==> src/rtl/pcie_tl_pkg.sv <==
// Shared definitions for the PCIe TL round-robin crossbar: FSM encodings and a
// width helper used for parameter-derived widths.
package pcie_tl_pkg;

  typedef enum logic [2:0] {
    ST_RESET  = 3'd0,
    ST_INIT   = 3'd1,
    ST_IDLE   = 3'd2,
    ST_ACTIVE = 3'd3,
    ST_ERROR  = 3'd4
  } state_t;

  function automatic int clog2(input int n);
    int r = 0;
    while ((1 << r) < n) r++;
    return r;
  endfunction

endpackage

==> src/rtl/pcie_tl_fifo.sv <==
// Single-clock FIFO with occupancy-based almost-full/almost-empty flags and
// overflow/underflow strobes; a rejected access leaves the contents untouched.
module pcie_tl_fifo import pcie_tl_pkg::*; #(
  parameter int DW    = 10,
  parameter int DEPTH = 8,
  localparam int AW   = clog2(DEPTH)
) (
  input  logic          clk,
  input  logic          reset,
  input  logic          push,
  input  logic          pop,
  input  logic [DW-1:0] din,
  input  logic [AW:0]   low_thr,
  input  logic [AW:0]   high_thr,
  output logic [DW-1:0] dout,
  output logic          empty,
  output logic          alm_full,
  output logic          alm_empty,
  output logic          ovf,
  output logic          udf
);

  localparam logic [AW:0] FULL_OCC = (AW+1)'(DEPTH);

  logic [DW-1:0] mem [DEPTH];
  logic [AW-1:0] rd_ptr, wr_ptr;
  logic [AW:0]   occ;
  logic          full, wr_ok, rd_ok;

  assign empty = (occ == '0);
  assign full  = (occ == FULL_OCC);
  // A pop on a full FIFO still frees a slot, but the push that cycle is dropped.
  assign wr_ok = push && !full;
  assign rd_ok = pop && !empty;
  assign ovf   = push && full;
  assign udf   = pop && empty;

  always_ff @(posedge clk)
    if (wr_ok) mem[wr_ptr] <= din;

  always_ff @(posedge clk)
    if (reset) begin
      rd_ptr <= '0;
      wr_ptr <= '0;
      occ    <= '0;
    end else begin
      if (wr_ok) wr_ptr <= wr_ptr + AW'(1);
      if (rd_ok) rd_ptr <= rd_ptr + AW'(1);
      occ <= occ + (AW+1)'(wr_ok) - (AW+1)'(rd_ok);
    end

  assign dout      = empty ? '0 : mem[rd_ptr];
  assign alm_full  = (occ >= high_thr);
  assign alm_empty = (occ <= low_thr);

endmodule

==> src/rtl/pcie_tl_rr.sv <==
// NCH-input / NCH-output crossbar: round-robin arbiter pops one input word per
// cycle into an in-flight register, which is routed to its destination FIFO.
module pcie_tl_rr import pcie_tl_pkg::*; #(
  parameter int NCH   = 4,
  parameter int DW    = 10,
  parameter int DEPTH = 8,
  parameter int CW    = 5,
  localparam int LW   = clog2(NCH),
  localparam int TW   = clog2(DEPTH) + 1
) (
  input  logic              clk,
  input  logic              reset,
  input  logic              init,
  input  logic [TW-1:0]     low_thr,
  input  logic [TW-1:0]     high_thr,
  input  logic [NCH-1:0]    push_in,
  input  logic [NCH*DW-1:0] data_in,
  input  logic [NCH-1:0]    pop_out,
  output logic [NCH*DW-1:0] data_out,
  output logic [NCH-1:0]    alm_full_in,
  output logic [NCH-1:0]    empty_out,
  input  logic              req,
  input  logic [LW-1:0]     idx,
  output logic [CW-1:0]     cnt,
  output logic              valid,
  output logic [2:0]        state,
  output logic              err
);

  state_t state_q, state_d;

  logic [NCH-1:0][DW-1:0] in_word, in_head, out_head;
  logic [NCH-1:0][LW-1:0] in_dest;
  logic [NCH-1:0]         in_empty, in_ae, in_pop, in_ovf, in_udf;
  logic [NCH-1:0]         out_push, out_empty, out_af, out_ae, out_ovf, out_udf;
  logic [NCH-1:0]         elig;
  logic [NCH-1:0][CW-1:0] ctr;

  logic [TW-1:0] lo_q, hi_q;
  logic [LW-1:0] ptr, win, fly_dest;
  logic [DW-1:0] fly_word;
  logic          fly_vld, found, any_err, all_idle;
  logic          unused_ae;

  assign in_word   = data_in;
  assign data_out  = out_head;
  assign empty_out = out_empty;
  assign fly_dest  = fly_word[DW-1 -: LW];
  assign unused_ae = ^{in_ae, out_ae};

  for (genvar i = 0; i < NCH; i++) begin : g_ch
    pcie_tl_fifo #(.DW(DW), .DEPTH(DEPTH)) u_in (
      .clk, .reset,
      .push(push_in[i]), .pop(in_pop[i]), .din(in_word[i]),
      .low_thr(lo_q), .high_thr(hi_q),
      .dout(in_head[i]), .empty(in_empty[i]), .alm_full(alm_full_in[i]),
      .alm_empty(in_ae[i]), .ovf(in_ovf[i]), .udf(in_udf[i])
    );

    pcie_tl_fifo #(.DW(DW), .DEPTH(DEPTH)) u_out (
      .clk, .reset,
      .push(out_push[i]), .pop(pop_out[i]), .din(fly_word),
      .low_thr(lo_q), .high_thr(hi_q),
      .dout(out_head[i]), .empty(out_empty[i]), .alm_full(out_af[i]),
      .alm_empty(out_ae[i]), .ovf(out_ovf[i]), .udf(out_udf[i])
    );

    assign in_dest[i]  = in_head[i][DW-1 -: LW];
    // Almost-full does not yet count the in-flight word, so its target is blocked too.
    assign elig[i]     = !in_empty[i] && !out_af[in_dest[i]] &&
                         !(fly_vld && (fly_dest == in_dest[i]));
    assign in_pop[i]   = found && (win == LW'(i));
    assign out_push[i] = fly_vld && (fly_dest == LW'(i));
  end

  always_comb begin
    logic [LW-1:0] cand;
    found = 1'b0;
    win   = '0;
    cand  = '0;
    if (state_q == ST_ACTIVE)
      for (int k = 0; k < NCH; k++) begin
        cand = ptr + LW'(k);
        if (!found && elig[cand]) begin
          found = 1'b1;
          win   = cand;
        end
      end
  end

  always_ff @(posedge clk)
    if (reset) begin
      ptr      <= '0;
      fly_vld  <= 1'b0;
      fly_word <= '0;
    end else begin
      fly_vld <= found;
      if (found) begin
        fly_word <= in_head[win];
        ptr      <= win + LW'(1);
      end
    end

  assign any_err  = |{in_ovf, in_udf, out_ovf, out_udf};
  // A word still in flight keeps the block ACTIVE until it lands and drains.
  assign all_idle = (&in_empty) && (&out_empty) && !fly_vld;

  always_comb begin
    state_d = state_q;
    case (state_q)
      ST_RESET:  state_d = ST_INIT;
      ST_INIT:   if (!init) state_d = ST_IDLE;
      ST_IDLE:   if (init) state_d = ST_INIT;
                 else if (!(&in_empty)) state_d = ST_ACTIVE;
      ST_ACTIVE: if (init) state_d = ST_INIT;
                 else if (all_idle) state_d = ST_IDLE;
      ST_ERROR:  state_d = ST_ERROR;
      default:   state_d = ST_ERROR;
    endcase
    if (any_err) state_d = ST_ERROR;
  end

  always_ff @(posedge clk)
    if (reset) begin
      state_q <= ST_RESET;
      err     <= 1'b0;
      lo_q    <= TW'(1);
      hi_q    <= TW'(DEPTH - 1);
    end else begin
      state_q <= state_d;
      err     <= err | any_err;
      if (state_q == ST_INIT && init) begin
        lo_q <= low_thr;
        hi_q <= high_thr;
      end
    end

  assign state = state_q;

  always_ff @(posedge clk)
    if (reset) ctr <= '0;
    else
      for (int i = 0; i < NCH; i++)
        if (pop_out[i] && !out_empty[i]) ctr[i] <= ctr[i] + CW'(1);

  // Registered read naturally returns the pre-increment value on a same-cycle pop.
  always_ff @(posedge clk)
    if (reset) begin
      cnt   <= '0;
      valid <= 1'b0;
    end else if (req && (state_q == ST_IDLE || state_q == ST_ACTIVE)) begin
      cnt   <= ctr[idx];
      valid <= 1'b1;
    end else begin
      valid <= 1'b0;
    end

endmodule

==> config.mk <==
export PLATFORM = sky130hd
export DESIGN_NAME = pcie_tl_rr
export DESIGN_NICKNAME = d
export VERILOG_FILES = /design/src/rtl/pcie_tl_pkg.sv /design/src/rtl/pcie_tl_fifo.sv /design/src/rtl/pcie_tl_rr.sv
export SDC_FILE = /design/constraint.sdc
export NUM_CORES = 1
export LEC_CHECK = 0
export BUFFER_PORTS_ARGS = -buffer_cell sky130_fd_sc_hd__buf_2
export CAP_MARGIN = 40
export CELL_PAD_IN_SITES_DETAIL_PLACEMENT = 1
export CELL_PAD_IN_SITES_GLOBAL_PLACEMENT = 2
export CORE_UTILIZATION = 50
export DETAILED_ROUTE_END_ITERATION = 16
export GPL_TIMING_DRIVEN = 1
export PLACE_DENSITY_LB_ADDON = 0.08
export RECOVER_POWER = 100
export SETUP_SLACK_MARGIN = 0.02
export SLEW_MARGIN = 10
export SYNTH_ARGS = -nofsm -noshare
export SYNTH_HDL_FRONTEND = slang
export SYNTH_SLANG_ARGS = --single-unit
==> constraint.sdc <==
create_clock -name clk -period 6.3 [get_ports clk]
set_input_delay 0.63 -clock clk [delete_from_list [all_inputs] [get_ports clk]]
set_output_delay 0.63 -clock clk [all_outputs]
set_load 0.02 [all_outputs]
==> results_dict.tcl, run 1 <==
set metrics [dict create \
    status "complete, but fails checks" \
    violations "max-capacitance violations, max-slew violations" \
    clkTransAtPathRegs_ps 50 \
    grt_use_total_pct 23.03 \
    clkPwrFrac_pct 35.4 \
    setup_violations 0 \
    maxCapViolations 10 \
    yosysTopAreaCellShare_pct 58.38 \
    grt_max_degree 71 \
    synth_edf_count 640 \
    portBuffers 115 \
    finalHoldViolCount 0 \
    startpoint "hi_q[0]" \
    ys_seq_area_share_pct 67.56 \
    netlist_instances 1980 \
    p_comb_share_pct 21.7 \
    period_share_pct 87.08 \
    die_w_um 258.6 \
    r2r_cells 19 \
    critical_path_class "flip-flop to flip-flop" \
    synth-seq-cells 791 \
    coreArea_mm2 0.06470 \
    arrival_ps 5850 \
    ctsResizeCount 0 \
    synth_top_area_cell "edfxtp_1" \
    via_per_inst 5.682 \
    setup_tns_ps 0 \
    dp_hpwl_um 50870 \
    yosys_warnings 0 \
    clk_latency_ps 630 \
    timing.rr.end "g_ch[2].u_in.occ[2]" \
    cts-root-buf "clkbuf_16" \
    required_ps 6660 \
    reg2reg_slack_ps 810 \
    cts_buffer_depth 3 \
    p_int_mw 10.14 \
    netlist-cell-type-count 69 \
    dp.cells 2960 \
    rsz0062_at_grt "false" \
    hold_path.class "input port to flip-flop" \
    drive_above_1_share_pct 16.20 \
    cts_tree "yes" \
    cts.sinks 791 \
    async_flop_share_pct 0 \
    vias 17698 \
    relSlewSlack_pct -118.2 \
    area.growth.synth_to_final_pct 13.47 \
    initial_core_util_pct 50.88 \
    postSynthAreaPerCell_um2 16.63 \
    antenna_left 0 \
    r2r-start "hi_q[0]" \
    cts_htree_levels 3 \
    die-area_mm2 0.06687 \
    routed_wl_um 75140 \
    worst_setup_path_start_kind "flip-flop" \
    p_sw_mw 4.053 \
    whs_ps 229.6 \
    grt_pass1_wl_um 115500 \
    fin_nets 2365 \
    swShare_pct 28.55 \
    ioPinCount 120 \
    hold_depth 2 \
    power_mw 14.20 \
    sequentialPowerShare_pct 42.9 \
    fin_area_mm2 0.03736 \
    yosysMostFrequentCell "edfxtp_1" \
    first_global_vias 19185 \
    placed_cell_area_mm2 0.03510 \
    antenna_found_initial 6 \
    synth.area.top_cells "edfxtp_1 (58%), mux4_2 (11%), dfxtp_1 (9.2%)" \
    slew_viol_final 395 \
    skew_ps 26.23 \
    final_cells 3115 \
    peakVddDrop_uv 235.7 \
    syn_nets 2154 \
    path_max_fanout 9 \
    drc 0 \
    min_period_ps 5486 \
    rows 93 \
    avgRoutedWirePerCell_um 24.12 \
    hp-start "high_thr[0]" \
    grt_overflow 0 \
    p_leak_nw 12.39 \
    cp-end-kind "flip-flop" \
    ctsHoldBuffers 0 \
    max_freq_ghz 0.1823 \
    pwr_density_cell_mw_per_mm2 380.0 \
    drt-initial-drc-count 1041 \
    synth_area_mm2 0.03292 \
    post_cts_buffers 0 \
    cts_buffers 83 \
    netlist_top_cells_count "edfxtp_1 (640), nor2_1 (223), mux4_2 (163)" \
    firstDrtPassIters 5 \
    min_delay_worst_endpoint "hi_q[0]" \
    ys.flop_type "edfxtp_1" \
    tightest_slew_ps 3273 \
    die_h_um 258.6 \
    gp_congestion 0.7993 \
]
==> metrics by stage <==
step	util, %	setup slack [ps]
after floorplan	-	2055
after global placement	53.26	1172
after detailed placement	54.25	1082
after CTS	58.63	1041
after global routing	57.74	337.0
final	57.74	814.3
==> worst max path at each step <==
| stage | endpoint | slack, ps | cells past startpoint |
|---|---|---|---|
| 2_1_floorplan | g_ch[3].u_in.occ[2] | 2050 | 20 |
| 3_5_place_dp | g_ch[2].u_in.occ[2] | 1080 | 20 |
| 3_3_place_gp | g_ch[0].u_in.occ[2] | 1170 | 21 |
| 4_1_cts | g_ch[2].u_in.occ[2] | 1040 | 19 |
| 5_1_grt | g_ch[2].u_in.occ[2] | 340 | 19 |
| 6_report | g_ch[2].u_in.occ[2] | 810 | 19 |
==> cell usage in the layout (no fill, tap or decap), types with 19 or more instances in the layout <==
cell	n
edfxtp_1	640
nor2_1	223
clkbuf_1	190
mux4_2	163
dfxtp_1	150
ha_1	104
mux2i_1	95
clkbuf_16	88
inv_1	66
nand2_1	51
nand2b_1	46
a21oi_1	39
xor2_1	38
nand3_1	21
nor3_1	21
nand4_1	21
buf_2	20
nor2b_1	19
buf_4	19
==> registers in the layout, summed over array words and instances, names as in the netlist, 12 cells and up, named ones only <==
| name | cells |
|---|---|
| ctr | 20 |
| g_ch.u_in.mem | 320 |
| g_ch.u_in.occ | 16 |
| g_ch.u_in.rd_ptr | 12 |
| g_ch.u_in.wr_ptr | 12 |
| g_ch.u_out.mem | 320 |
| g_ch.u_out.occ | 16 |
| g_ch.u_out.rd_ptr | 12 |
| g_ch.u_out.wr_ptr | 12 |
==> final cells by class <==
cell class | instances | area [µm²]
diodes | 1 | 2.502
clock buffers | 113 | 2376
clock inverters | 40 | 454.2
fillers | 5966 | 27340
inverters | 66 | 247.7
multi-input cells | 1033 | 9986
flip-flops and latches | 791 | 22240
well taps | 855 | 1070
repair buffers | 216 | 977.2
==> worst max-delay path, stage by stage, from the launching register on <==
cell	delay, ps
dfxtp_1	640
ha_1	310
nand2b_1	160
a2111oi_2	530
o21ai_0	150
a21boi_0	440
a22o_1	290
nor4_1	90
or3_1	420
o211ai_1	370
inv_1	120
ha_1	260
nand3_1	170
inv_1	130
ha_1	300
inv_1	40
ha_1	200
fa_1	380
xnor2_1	160
nor2_1	60
==> cell families after synthesis <==
| logic type | count (synthesis) | share of synthesized area [%] |
|---|---|---|
| flip-flops | 791 | 67.56 |
| AND/OR/NAND/NOR | 445 | 6.328 |
| multiplexers | 277 | 14.86 |
| buffers and inverters | 156 | 2.090 |
| AO/OA/AOI/OAI | 143 | 3.231 |
| adder cells (fa/ha/maj) | 112 | 4.439 |
| XOR/XNOR | 56 | 1.490 |
==> routing by layer <==
metal / routed length [µm] / vias to the layer above / track usage [%]
met1: 31010 / 9203 / 29.40
met2: 39790 / 338 / 41.03
met4: 1471 / 8 / 5.917
li1: - / 8045 / -
met5: 55 / - / 0
met3: 2806 / 104 / 3.550
==> power by group through the flow <==
stage / clock network, mW / logic (mW) / registers [mW]
2_1_floorplan: 0 / 2.25 / 6.09
3_3_place_gp: 0 / 2.97 / 6.22
3_5_place_dp: 0 / 3.20 / 6.20
4_1_cts: 5.14 / 3.22 / 6.09
5_1_grt: 5.30 / 3.39 / 6.12
6_report: 5.03 / 3.08 / 6.09
No activity file was read; power rests on OpenSTA's default activity.
==> run 2: changes to the inputs <==
--- a/config.mk
+++ b/config.mk
@@ -9,6 +9,7 @@
 export CAP_MARGIN = 40
 export CELL_PAD_IN_SITES_DETAIL_PLACEMENT = 1
 export CELL_PAD_IN_SITES_GLOBAL_PLACEMENT = 2
+export CORE_MARGIN = 10
 export CORE_UTILIZATION = 50
 export DETAILED_ROUTE_END_ITERATION = 16
 export GPL_TIMING_DRIVEN = 1
==> results_dict.tcl, run 2 (synthesis results as in run 1) <==
set metrics [dict create \
    cp_num_buf_inv 2 \
    antenna_found_initial 3 \
    fin_ws_ps 824.6 \
    drt-initial-drc-count 1248 \
    area.growth.synth_to_final_pct 12.98 \
    rsz0062_at_grt "false" \
    portBuffers 115 \
    firstDrtPassIters 6 \
    die_w_um 276.6 \
    cts_buffer_depth 3 \
    dp.cells 2969 \
    path_max_fanout 10 \
    drc 0 \
    vias 17507 \
    largest_registers "g_ch.u_in.mem x320, g_ch.u_out.mem x320, ctr x20" \
    crit_path_top_delay_cell "a2111oi_0" \
    relSlewSlack_pct -31.00 \
    cts_tree "yes" \
    ioPinCount 120 \
    grtUsageMet1_pct 25.12 \
    whs_ps 222.3 \
    cp-end-kind "flip-flop" \
    tightest_slew_ps 1965 \
    required_ps 6790 \
    grt_max_degree 66 \
    coreArea_mm2 0.06551 \
    setup_violations 0 \
    max_freq_ghz 0.1826 \
    maxCapViolations 10 \
    grtUsageMet3_pct 3.486 \
    setup_tns_ps 0 \
    cts_buffers 82 \
    via_per_inst 5.599 \
    period_share_pct 86.91 \
    antenna_left 0 \
    grt_overflow 0 \
    arrival_ps 5970 \
    worst_setup_path_start_kind "flip-flop" \
    clk_latency_ps 630 \
    cp_slowest_stage_delay_ps 700 \
    initial_core_util_pct 50.25 \
    cts_htree_levels 3 \
    routed_wl_um 76420 \
    finalHoldViolCount 0 \
    startpoint "hi_q[0]" \
    cp_cell_sequence "ha_1 > nand2b_1 > a2111oi_2 > nor4_1 > a2111oi_0 > o32ai_2 > o2111a_1 > nor2_1 > nand3_1 > inv_1 > ha_1 > inv_1 > ha_1 > fa_1 > nor2b_1" \
    final_cells 3127 \
    peakVddDrop_uv 263.2 \
    clkTransAtPathRegs_ps 60 \
    final_util_pct 56.78 \
    cts-root-buf "clkbuf_16" \
    violations "max-capacitance violations, max-slew violations" \
    avgRoutedWirePerCell_um 24.44 \
    cp_top_family "compound AO/OA/AOI/OAI gates" \
    hp-start "high_thr[0]" \
    r2r-start "hi_q[0]" \
    skew_ps 19.52 \
    fin_nets 2366 \
    grt_busiest_layer "met2" \
    hold_path.class "input port to flip-flop" \
    die_h_um 276.6 \
    pwr_density_cell_mw_per_mm2 373.5 \
    grt_pass1_wl_um 117800 \
    gp_congestion 0.8076 \
    drive_above_1_share_pct 15.92 \
    p_leak_nw 12.32 \
    die-area_mm2 0.07650 \
    place_ws_ps 1048 \
    post_cts_buffers 0 \
    rows 94 \
    met2_usage_pct 34.75 \
    final_common_cell "edfxtp_1" \
    final_cell_mix "edfxtp_1 (640), nor2_1 (223), clkbuf_1 (197)" \
    slew_viol_final 262 \
    critical_path_class "flip-flop to flip-flop" \
    min_period_ps 5475 \
    ctsResizeCount 0 \
    crit_top_cell "ha_1" \
    first_global_vias 19142 \
    dp_hpwl_um 53310 \
    ctsHoldBuffers 0 \
    status "complete, but fails checks" \
    cts.sinks 791 \
    grt_use_total_pct 19.99 \
]
## run 2: cell type report
cell class | count | area [µm²]
multi-input cells | 1033 | 9985
diodes | 1 | 2.502
repair buffers | 218 | 975.9
clock inverters | 45 | 427.9
inverters | 66 | 247.7
fillers | 6048 | 28320
well taps | 864 | 1081
flip-flops and latches | 791 | 22240
clock buffers | 109 | 2233
## run 2: power breakdown
group | total [mW] | switching (mW) | internal, mW
registers | 6.08 | 0.222 | 5.86
logic | 3.08 | 1.84 | 1.25
clock network | 4.72 | 2.00 | 2.73
total | 13.9 | 4.06 | 9.84
## run 2: worst paths after layout
kind / endpoint / slack (ps) / cells past startpoint
worst max register to register: g_ch[2].u_in.occ[1] / 820 / 15
worst min register to register: cnt[2] / 510 / 2
worst min-delay path: hi_q[0] / 220 / 2
worst max-delay path: g_ch[2].u_in.occ[1] / 820 / 15
## run 2: metrics by stage
stage	area, µm²	total power [mW]
2_1_floorplan	32920	8.338
3_3_place_gp	34440	9.205
3_5_place_dp	35130	9.390
4_1_cts	37790	14.14
5_1_grt	37190	14.63
6_report	37190	13.89
## run 2: metal layers
metal | up-vias | wire, µm
li1 | 8047 | -
met1 | 9044 | 32080
met2 | 289 | 39750
met3 | 123 | 2505
met4 | 4 | 2052
met5 | - | 26
